File: config.mk
export PLATFORM = sky130hd
export DESIGN_NAME = shift_unit_seq
export DESIGN_NICKNAME = d
export VERILOG_FILES = /design/src/rtl/cpu_pkg.sv /design/src/rtl/shift_stage_bidir.sv /design/src/rtl/shift_unit_seq.sv
export SDC_FILE = /design/constraint.sdc
export NUM_CORES = 1
export LEC_CHECK = 0
export CORE_MARGIN = 1.5
export CORE_UTILIZATION = 55
export CTS_BUF_LIST = sky130_fd_sc_hd__clkbuf_4
export DETAILED_ROUTE_END_ITERATION = 6
export PLACE_DENSITY = 0.74
export SLEW_MARGIN = 20
export SYNTH_ARGS = -nofsm -noshare
export SYNTH_HDL_FRONTEND = slang
export SYNTH_SLANG_ARGS = --single-unit
File: constraint.sdc
create_clock -name clock -period 2.5 [get_ports clock]
set_input_delay 0.625 -clock clock [delete_from_list [all_inputs] [get_ports clock]]
set_output_delay 0.625 -clock clock [all_outputs]
set_load 0.01 [all_outputs]
File: src/rtl/cpu_pkg.sv
// Shared CPU execute-stage definitions: shift direction codes, FSM states, latency.
package cpu_pkg;

    localparam int SHAMT_WIDTH_DEF = 5;
    localparam int SHIFT_LATENCY   = SHAMT_WIDTH_DEF;

    localparam logic DIR_SLL = 1'b0;
    localparam logic DIR_SRA = 1'b1;

    typedef enum logic {
        ST_IDLE  = 1'b0,
        ST_SHIFT = 1'b1
    } shift_state_t;

endpackage

File: src/rtl/shift_stage_bidir.sv
// One fixed-distance shift stage: SLL zero-fills, SRA fills with the supplied sign bit.
module shift_stage_bidir
    import cpu_pkg::*;
#(
    parameter int DATA_WIDTH = 32,
    parameter int DIST       = 1
) (
    input  logic [DATA_WIDTH-1:0] in,
    input  logic                  enable,
    input  logic                  dir,
    input  logic                  fill,
    output logic [DATA_WIDTH-1:0] out
);

    always_comb begin
        out = in;
        if (enable) begin
            if (dir == DIR_SRA) begin
                out = {{DIST{fill}}, in[DATA_WIDTH-1:DIST]};
            end else begin
                out = {in[DATA_WIDTH-1-DIST:0], {DIST{1'b0}}};
            end
        end
    end

endmodule

File: src/rtl/shift_unit_seq.sv
// Multicycle SLL/SRA shifter: one power-of-two stage per clock (16,8,4,2,1), start/ready handshake.
module shift_unit_seq
    import cpu_pkg::*;
#(
    parameter int DATA_WIDTH  = 32,
    parameter int SHAMT_WIDTH = SHAMT_WIDTH_DEF
) (
    input  logic                   clock,
    input  logic                   reset_n,
    input  logic                   ctrl_start,
    input  logic                   ctrl_dir,
    input  logic [SHAMT_WIDTH-1:0] ctrl_shiftamt,
    input  logic [DATA_WIDTH-1:0]  data_operandA,
    output logic [DATA_WIDTH-1:0]  data_result,
    output logic                   data_resultRDY,
    output logic                   busy
);

    localparam int CNT_W = $clog2(SHAMT_WIDTH + 1);

    shift_state_t           state, state_next;
    logic [CNT_W-1:0]       cnt;
    logic [DATA_WIDTH-1:0]  work;
    logic [SHAMT_WIDTH-1:0] shamt_q;
    logic                   dir_q;
    logic                   sign_q;
    logic                   cnt_last;
    logic                   accept;
    logic [DATA_WIDTH-1:0]  stage_out [SHAMT_WIDTH];
    logic [DATA_WIDTH-1:0]  sel_out;

    // Stage k handles distance 2^(SHAMT_WIDTH-1-k), gated by the matching shamt bit.
    for (genvar k = 0; k < SHAMT_WIDTH; k++) begin : g_stage
        shift_stage_bidir #(
            .DATA_WIDTH(DATA_WIDTH),
            .DIST      (1 << (SHAMT_WIDTH - 1 - k))
        ) u_stage (
            .in    (work),
            .enable(shamt_q[SHAMT_WIDTH-1-k]),
            .dir   (dir_q),
            .fill  (sign_q),
            .out   (stage_out[k])
        );
    end

    assign sel_out  = stage_out[cnt];
    assign cnt_last = (cnt == CNT_W'(SHAMT_WIDTH - 1));
    assign accept   = (state == ST_IDLE) && ctrl_start;
    assign busy     = (state == ST_SHIFT);

    always_ff @(posedge clock or negedge reset_n) begin
        if (!reset_n) begin
            state <= ST_IDLE;
        end else begin
            state <= state_next;
        end
    end

    always_comb begin
        state_next = state;
        case (state)
            ST_IDLE:  if (ctrl_start) state_next = ST_SHIFT;
            ST_SHIFT: if (cnt_last)   state_next = ST_IDLE;
            default:  state_next = ST_IDLE;
        endcase
    end

    always_ff @(posedge clock or negedge reset_n) begin
        if (!reset_n) begin
            cnt            <= '0;
            work           <= '0;
            shamt_q        <= '0;
            dir_q          <= DIR_SLL;
            sign_q         <= 1'b0;
            data_result    <= '0;
            data_resultRDY <= 1'b0;
        end else begin
            data_resultRDY <= 1'b0;
            if (accept) begin
                work    <= data_operandA;
                shamt_q <= ctrl_shiftamt;
                dir_q   <= ctrl_dir;
                sign_q  <= data_operandA[DATA_WIDTH-1];
                cnt     <= '0;
            end else if (state == ST_SHIFT) begin
                work <= sel_out;
                cnt  <= cnt + 1'b1;
                if (cnt_last) begin
                    data_result    <= sel_out;
                    data_resultRDY <= 1'b1;
                end
            end
        end
    end

endmodule

After elaboration in Yosys (flattened, before gate mapping). Index checks and enable logic that the tools add are counted.

Add/subtract/negate cells: 1. $mul: 0. Div/mod/pow operators: 0. $lt $le $gt $ge: 1. Equal/unequal tests: 1. Shift-type cells: 0. Multiplexer cells: 23. Bitwise operators: 3. Reductions and logical operators: 3.

Operators by type and width (number): two-way mux 32 bit (14); binary-select mux 32 bit (select 3 bit) (1); two-way mux 3 bit (2); two-way mux 1 bit (5); greater-or-equal comparator 4 bit (second input constant) (1); inverter 3 -> 4 bit (1); adder 3 x 1 -> 3 bit (second input constant) (1); == test 3 bit (second input constant) (1); AND reduction 3 bit (1); inverter 1 bit (2); case mux 1 bit (2 select lines) (1); nonzero test 2 bit (1); logical AND 1 bit (1).

Bits in registers: 76. Latch bits: 0. Bits in writable memories: 0. ROM bits: 0. Bits of input ports: 41. Output and inout port bits: 34. Logic and storage cells: 40. Memories kept: 0.

Depth between registers and ports, before layout.
Word-level depth: 7. Gate-level depth with buffers: 9. Depth with buffers taken out: 6.

Modules after synthesis. From an unflattened synthesis, not the netlist that was laid out.

Cells, all modules: 991. Area, all modules: 7810.0 um2.

Modules (own cells, without submodules): shift_unit_seq (times used 1, cells each 499, area each 4604.4 um2, seq. area each 1901.8 um2); shift_stage_bidir (g_stage[4].u_stage) (times used 1, cells each 107, area each 701.9 um2, seq. area each 0.0 um2); shift_stage_bidir (g_stage[3].u_stage) (times used 1, cells each 107, area each 696.9 um2, seq. area each 0.0 um2); shift_stage_bidir (g_stage[2].u_stage) (times used 1, cells each 107, area each 686.9 um2, seq. area each 0.0 um2); shift_stage_bidir (g_stage[1].u_stage) (times used 1, cells each 92, area each 630.6 um2, seq. area each 0.0 um2); shift_stage_bidir (g_stage[0].u_stage) (times used 1, cells each 79, area each 489.2 um2, seq. area each 0.0 um2).

Worst setup path after synthesis. No wires, ideal clock.

Path type: register -> register. From: reg cnt[0]. To: reg data_result[15]. Setup time: 0.125 ns. Data arrival time: 1.913 ns. Required time: 2.375 ns. Path slack: 0.462 ns. Cell stages (with the launch flop): 8. Buffers on the path: 2. Clock period less this slack: 2.038 ns. Cell sequence: dfrtp_1 inv_2 clkbuf_1 ha_1 nand3_1 inv_2 buf_2 mux2_2.

Word-level cells in the longest chain between the ends: 4. Elaborated cells on any way between the ends: 6. Those cells by class: eq/ne: 1; mux: 3; bitwise: 1; reduce/logical: 1.

Ends and longest elaborated chain: start: declaration (RTL line shift_unit_seq.sv:22) `logic [CNT_W-1:0] cnt;`; start signal: assignment (RTL line shift_unit_seq.sv:87) `cnt <= cnt + 1'b1;`; inverter 3 -> 4 bit (implied by the code) (RTL line shift_unit_seq.sv:46) `assign sel_out = stage_out[cnt];`; binary-select mux 32 bit (select 3 bit) (RTL line shift_unit_seq.sv:46); two-way mux 32 bit (implied by the code) (2 in a row) (RTL line shift_unit_seq.sv:46); end signal: assignment (RTL line shift_unit_seq.sv:89) `data_result <= sel_out;`; end: declaration (RTL line shift_unit_seq.sv:14) `output logic [DATA_WIDTH-1:0] data_result,`.

Parallel ways exist; a longest one is shown, timed or not. The select of a mux whose other input is x is not followed. A chain may end at the register's enable or synchronous reset.

Worst setup path in the final report.
From: reg dir_q. To: reg work[13].

Word-level cells in the longest chain between the ends: 7. Elaborated cells on any way between the ends: 15. Those cells by class: mux: 15.

Ends and longest elaborated chain: start: declaration (RTL line shift_unit_seq.sv:25) `logic dir_q;`; start signal: assignment (RTL line shift_unit_seq.sv:82) `dir_q <= ctrl_dir;`; two-way mux 32 bit (RTL line shift_stage_bidir.sv:18) `if (dir == DIR_SRA) begin`; two-way mux 32 bit (RTL line shift_stage_bidir.sv:17) `if (enable) begin`; binary-select mux 32 bit (select 3 bit) * (RTL line shift_unit_seq.sv:46); two-way mux 32 bit (implied by the code) * (2 in a row) (RTL line shift_unit_seq.sv:46); two-way mux 32 bit * (RTL line shift_unit_seq.sv:85) `end else if (state == ST_SHIFT) begin`; two-way mux 32 bit * (RTL line shift_unit_seq.sv:79) `if (accept) begin`; end signal: assignment (RTL line shift_unit_seq.sv:80) `work <= data_operandA;`; end signal: assignment (RTL line shift_unit_seq.sv:86) `work <= sel_out;`; end: declaration (RTL line shift_unit_seq.sv:23) `logic [DATA_WIDTH-1:0] work;`.

Mark *: on every way between the ends. The rest lies on a longest branch, timed or not. The select of a mux whose other input is x is not followed.

==> out/metrics.cfg <==
[status]
outcome = complete, no violations

[placement]
place_ws_ns = 0.3825
gp_congestion = 0.9725
hpwl_um = 15270
portBuffers = 74

[cts]
post_cts_resized = 0
ctsHoldBuffers = 0
insertion_delay_ns = 0.48
cts_tree = built
cts-buffers-inserted = 9
post_cts_buffers = 0
cts-root-buf = clkbuf_4
clock_path_buffers = 2
clkSinkCount = 76
clk_pin_slew_ns = 0.13
htreeDepth = 3

[cells_and_area]
n_fill_cell = 982
diodes = 0
final_core_util = 0.6466
area_growth_pct = 13.72
fin_nets = 837
drive_gt1_frac = 0.1502

[floorplanning]
fp.dieH_um = 111.9
initial_core_util = 0.5686
die_w_um = 111.9
core_area_mm2 = 0.01147
fp.dieArea_mm2 = 0.01252
rows = 39
pin_count = 75

[critical_path]
reg2regPathDepth = 5
worstSetupPathType = register to register
crit_path_end_kind = register
crit_chain = buf_12 -> nand2b_1 -> a31oi_1 -> mux4_2 -> a221o_1
worstPathArrival_ns = 2.53
cp_slowest_cell = mux4_2
crit_required_ns = 2.88
regToRegSetupSlack_ns = 0.35
crit_family = multiplexers
rr_startpoint = dir_q
path_buf_inv = 1
timing.rr.end = work[13]
critPathMaxFanout = 68
slowest_delay_ns = 0.50
critPathLaunchType = register

[timing]
slew_viol_final = 0
fin_crit_sh = 0.8598
period_needed_ns = 2.150
finClkSkew_ns = 0.01304
clock.fmax_mhz = 465.2
slew_headroom = 0.5307
final-setup-viol-count = 0
rsz0062_at_grt = false
holdWs_ns = 0.07884
worst_slew_pin_slew_ns = 0.7030
finalWorstSetupSlack_ns = 0.3505
fin_tns_setup_ns = 0
hold_viol_final = 0

[route]
first_pass_iters = 7
viasPerCell = 7.041
antenna_left = 0
num_vias = 6633
route.detailed.drc = 0
dr.first_iter.drc_count = 1028
drt_wl_total_um = 22500
wire_per_inst_um = 23.89

[yosys]
syn_nets = 830
synth_area_leaders = dfrtp_1 29%, a31oi_1 12%, mux4_2 9.0%
netlist_area_mm2 = 0.006520
avgSynthCellArea_um2 = 8.285
synth-seq-cells = 76
ys_seq_area_frac = 0.2917
yosysTopAreaCell = dfrtp_1
ys_types = 42
yosysWarnings = 0
post-synth-top-area-fraction = 0.2917
netlist_instances = 787

[power]
power_density_mw_per_mm2 = 1524
ir_drop_mv = 1.188
p_leak_uw = 0.002935

[global_route]
grt_pass1_vias = 6421
antenna_found_initial = 0
grt_use_total = 0.3664
grt_pass1_wl_um = 35640
grt_max_degree = 69
grt-ovfl-total = 0

[min_path]
hold_path.class = input pin to async pin

[flow_run]
cap_violations = 0

-- state kept, by name, summed over array words and instances, names as in the netlist --
name / cells
sign_q: 1
dir_q: 1
work: 32
cnt: 3
data_resultRDY: 1
shamt_q: 5
data_result: 32
busy: 1
-- where the power goes --
group          switching, µW  leakage [µW]  total, µW  internal (µW)
Sequential               900      0.000988       2680           1780
Clock                    463     0.0000901        955            492
Combinational           4150       0.00186       7660           3510
-- per-stage QoR --
stage | instances | instance area (µm²) | power, µW
5_1_grt | 942 | 7415 | 11990
3_3_place_gp | 926 | 7242 | 9942
2_1_floorplan | 787 | 6520 | 7993
6_report | 942 | 7415 | 11300
4_1_cts | 942 | 7415 | 11120
3_5_place_dp | 926 | 7242 | 10160
-- synth_stat cells, drive strengths merged --
cell type  count
nor2         135
a31oi        127
dfrtp         76
clkbuf        58
nand2         49
buf           48
o21ai         43
mux2          37
nand3         32
nand2b        31
mux2i         26
mux4          26
a221o         24
inv           13
a311oi        12
nor2b         11
or2b           8
a21oi          6
o221ai         4
a2111o         2
a2111oi        2
a211o          2
ha             2
o2111a         2
o2111ai        2
o31ai          2
a211oi         1
a41oi          1
clkinv         1
nor3b          1
o211ai         1
o32a           1
or3b           1
-- area by class of cell --
class / instances / area (µm²) / area share
clock buffer: 9 / 67.56 / 0.009112
clock inverter: 7 / 105.1 / 0.01417
inverter: 14 / 52.55 / 0.007087
multi-input combinational: 591 / 4063 / 0.5479
sequential: 76 / 1904 / 0.2568
tap: 143 / 178.9 / 0.02413
timing repair buffer: 102 / 1044 / 0.1407
-- worst max-delay path by stage --
stage	startpoint	end	slack (ns)	depth (start not counted)
finish	dir_q	work[13]	0.35	5
detailed placement	dir_q	work[11]	0.38	5
global placement	dir_q	work[11]	0.43	5
CTS	busy	busy	0.34	1
floorplan	cnt[0]	data_result[15]	0.46	7
global route	busy	work[5]	0.28	6
-- placed cells by master, fill, tap and decap left out, types with 5 or more instances in the layout --
master           synthesis  routed
mux2i_1                 26      26
nor2b_1                 11      11
dfrtp_1                 76      74
a311oi_1                12      12
a31oi_1                127     127
mux4_2                  26      26
clkdlybuf4s50_1          0      72
o21ai_0                 36      36
o21ai_1                  7       7
mux2_2                  37      37
a21oi_1                  6       6
clkbuf_4                 0       9
nand2_1                 47      47
or2b_2                   5       5
inv_1                   10      10
nand2b_1                30      30
a221o_1                 24      24
clkinv_1                 1       5
buf_4                    5      21
nand3_1                 32      32
buf_12                   0       8
nor2_1                 135     135
-- kinds of logic (layout without fill, tap and decap cells) --
logic type                 Yosys count  in the layout  share of synthesized area
and+or+nand+nor                    268            268                     0.1846
buffers and inverters              120            132                    0.08597
AOI/OAI and AO/OA                  232            232                     0.2403
adders and majority gates            2              2                   0.003837
muxes                               89             89                     0.1936
DFF                                 76             76                     0.2917
-- metal layers --
metal | part of all wire | vias up | routed length, µm | global-route usage
met2 | 0.47 | 484 | 10490 | 0.5923
met1 | 0.38 | 3115 | 8658 | 0.4708
met3 | 0.099 | 107 | 2229 | 0.06750
met4 | 0.050 | 0 | 1128 | 0.1873
li1 | - | 2927 | - | -
met5 | 0 | - | 0 | 0
Power figures use the tool's default switching activity.
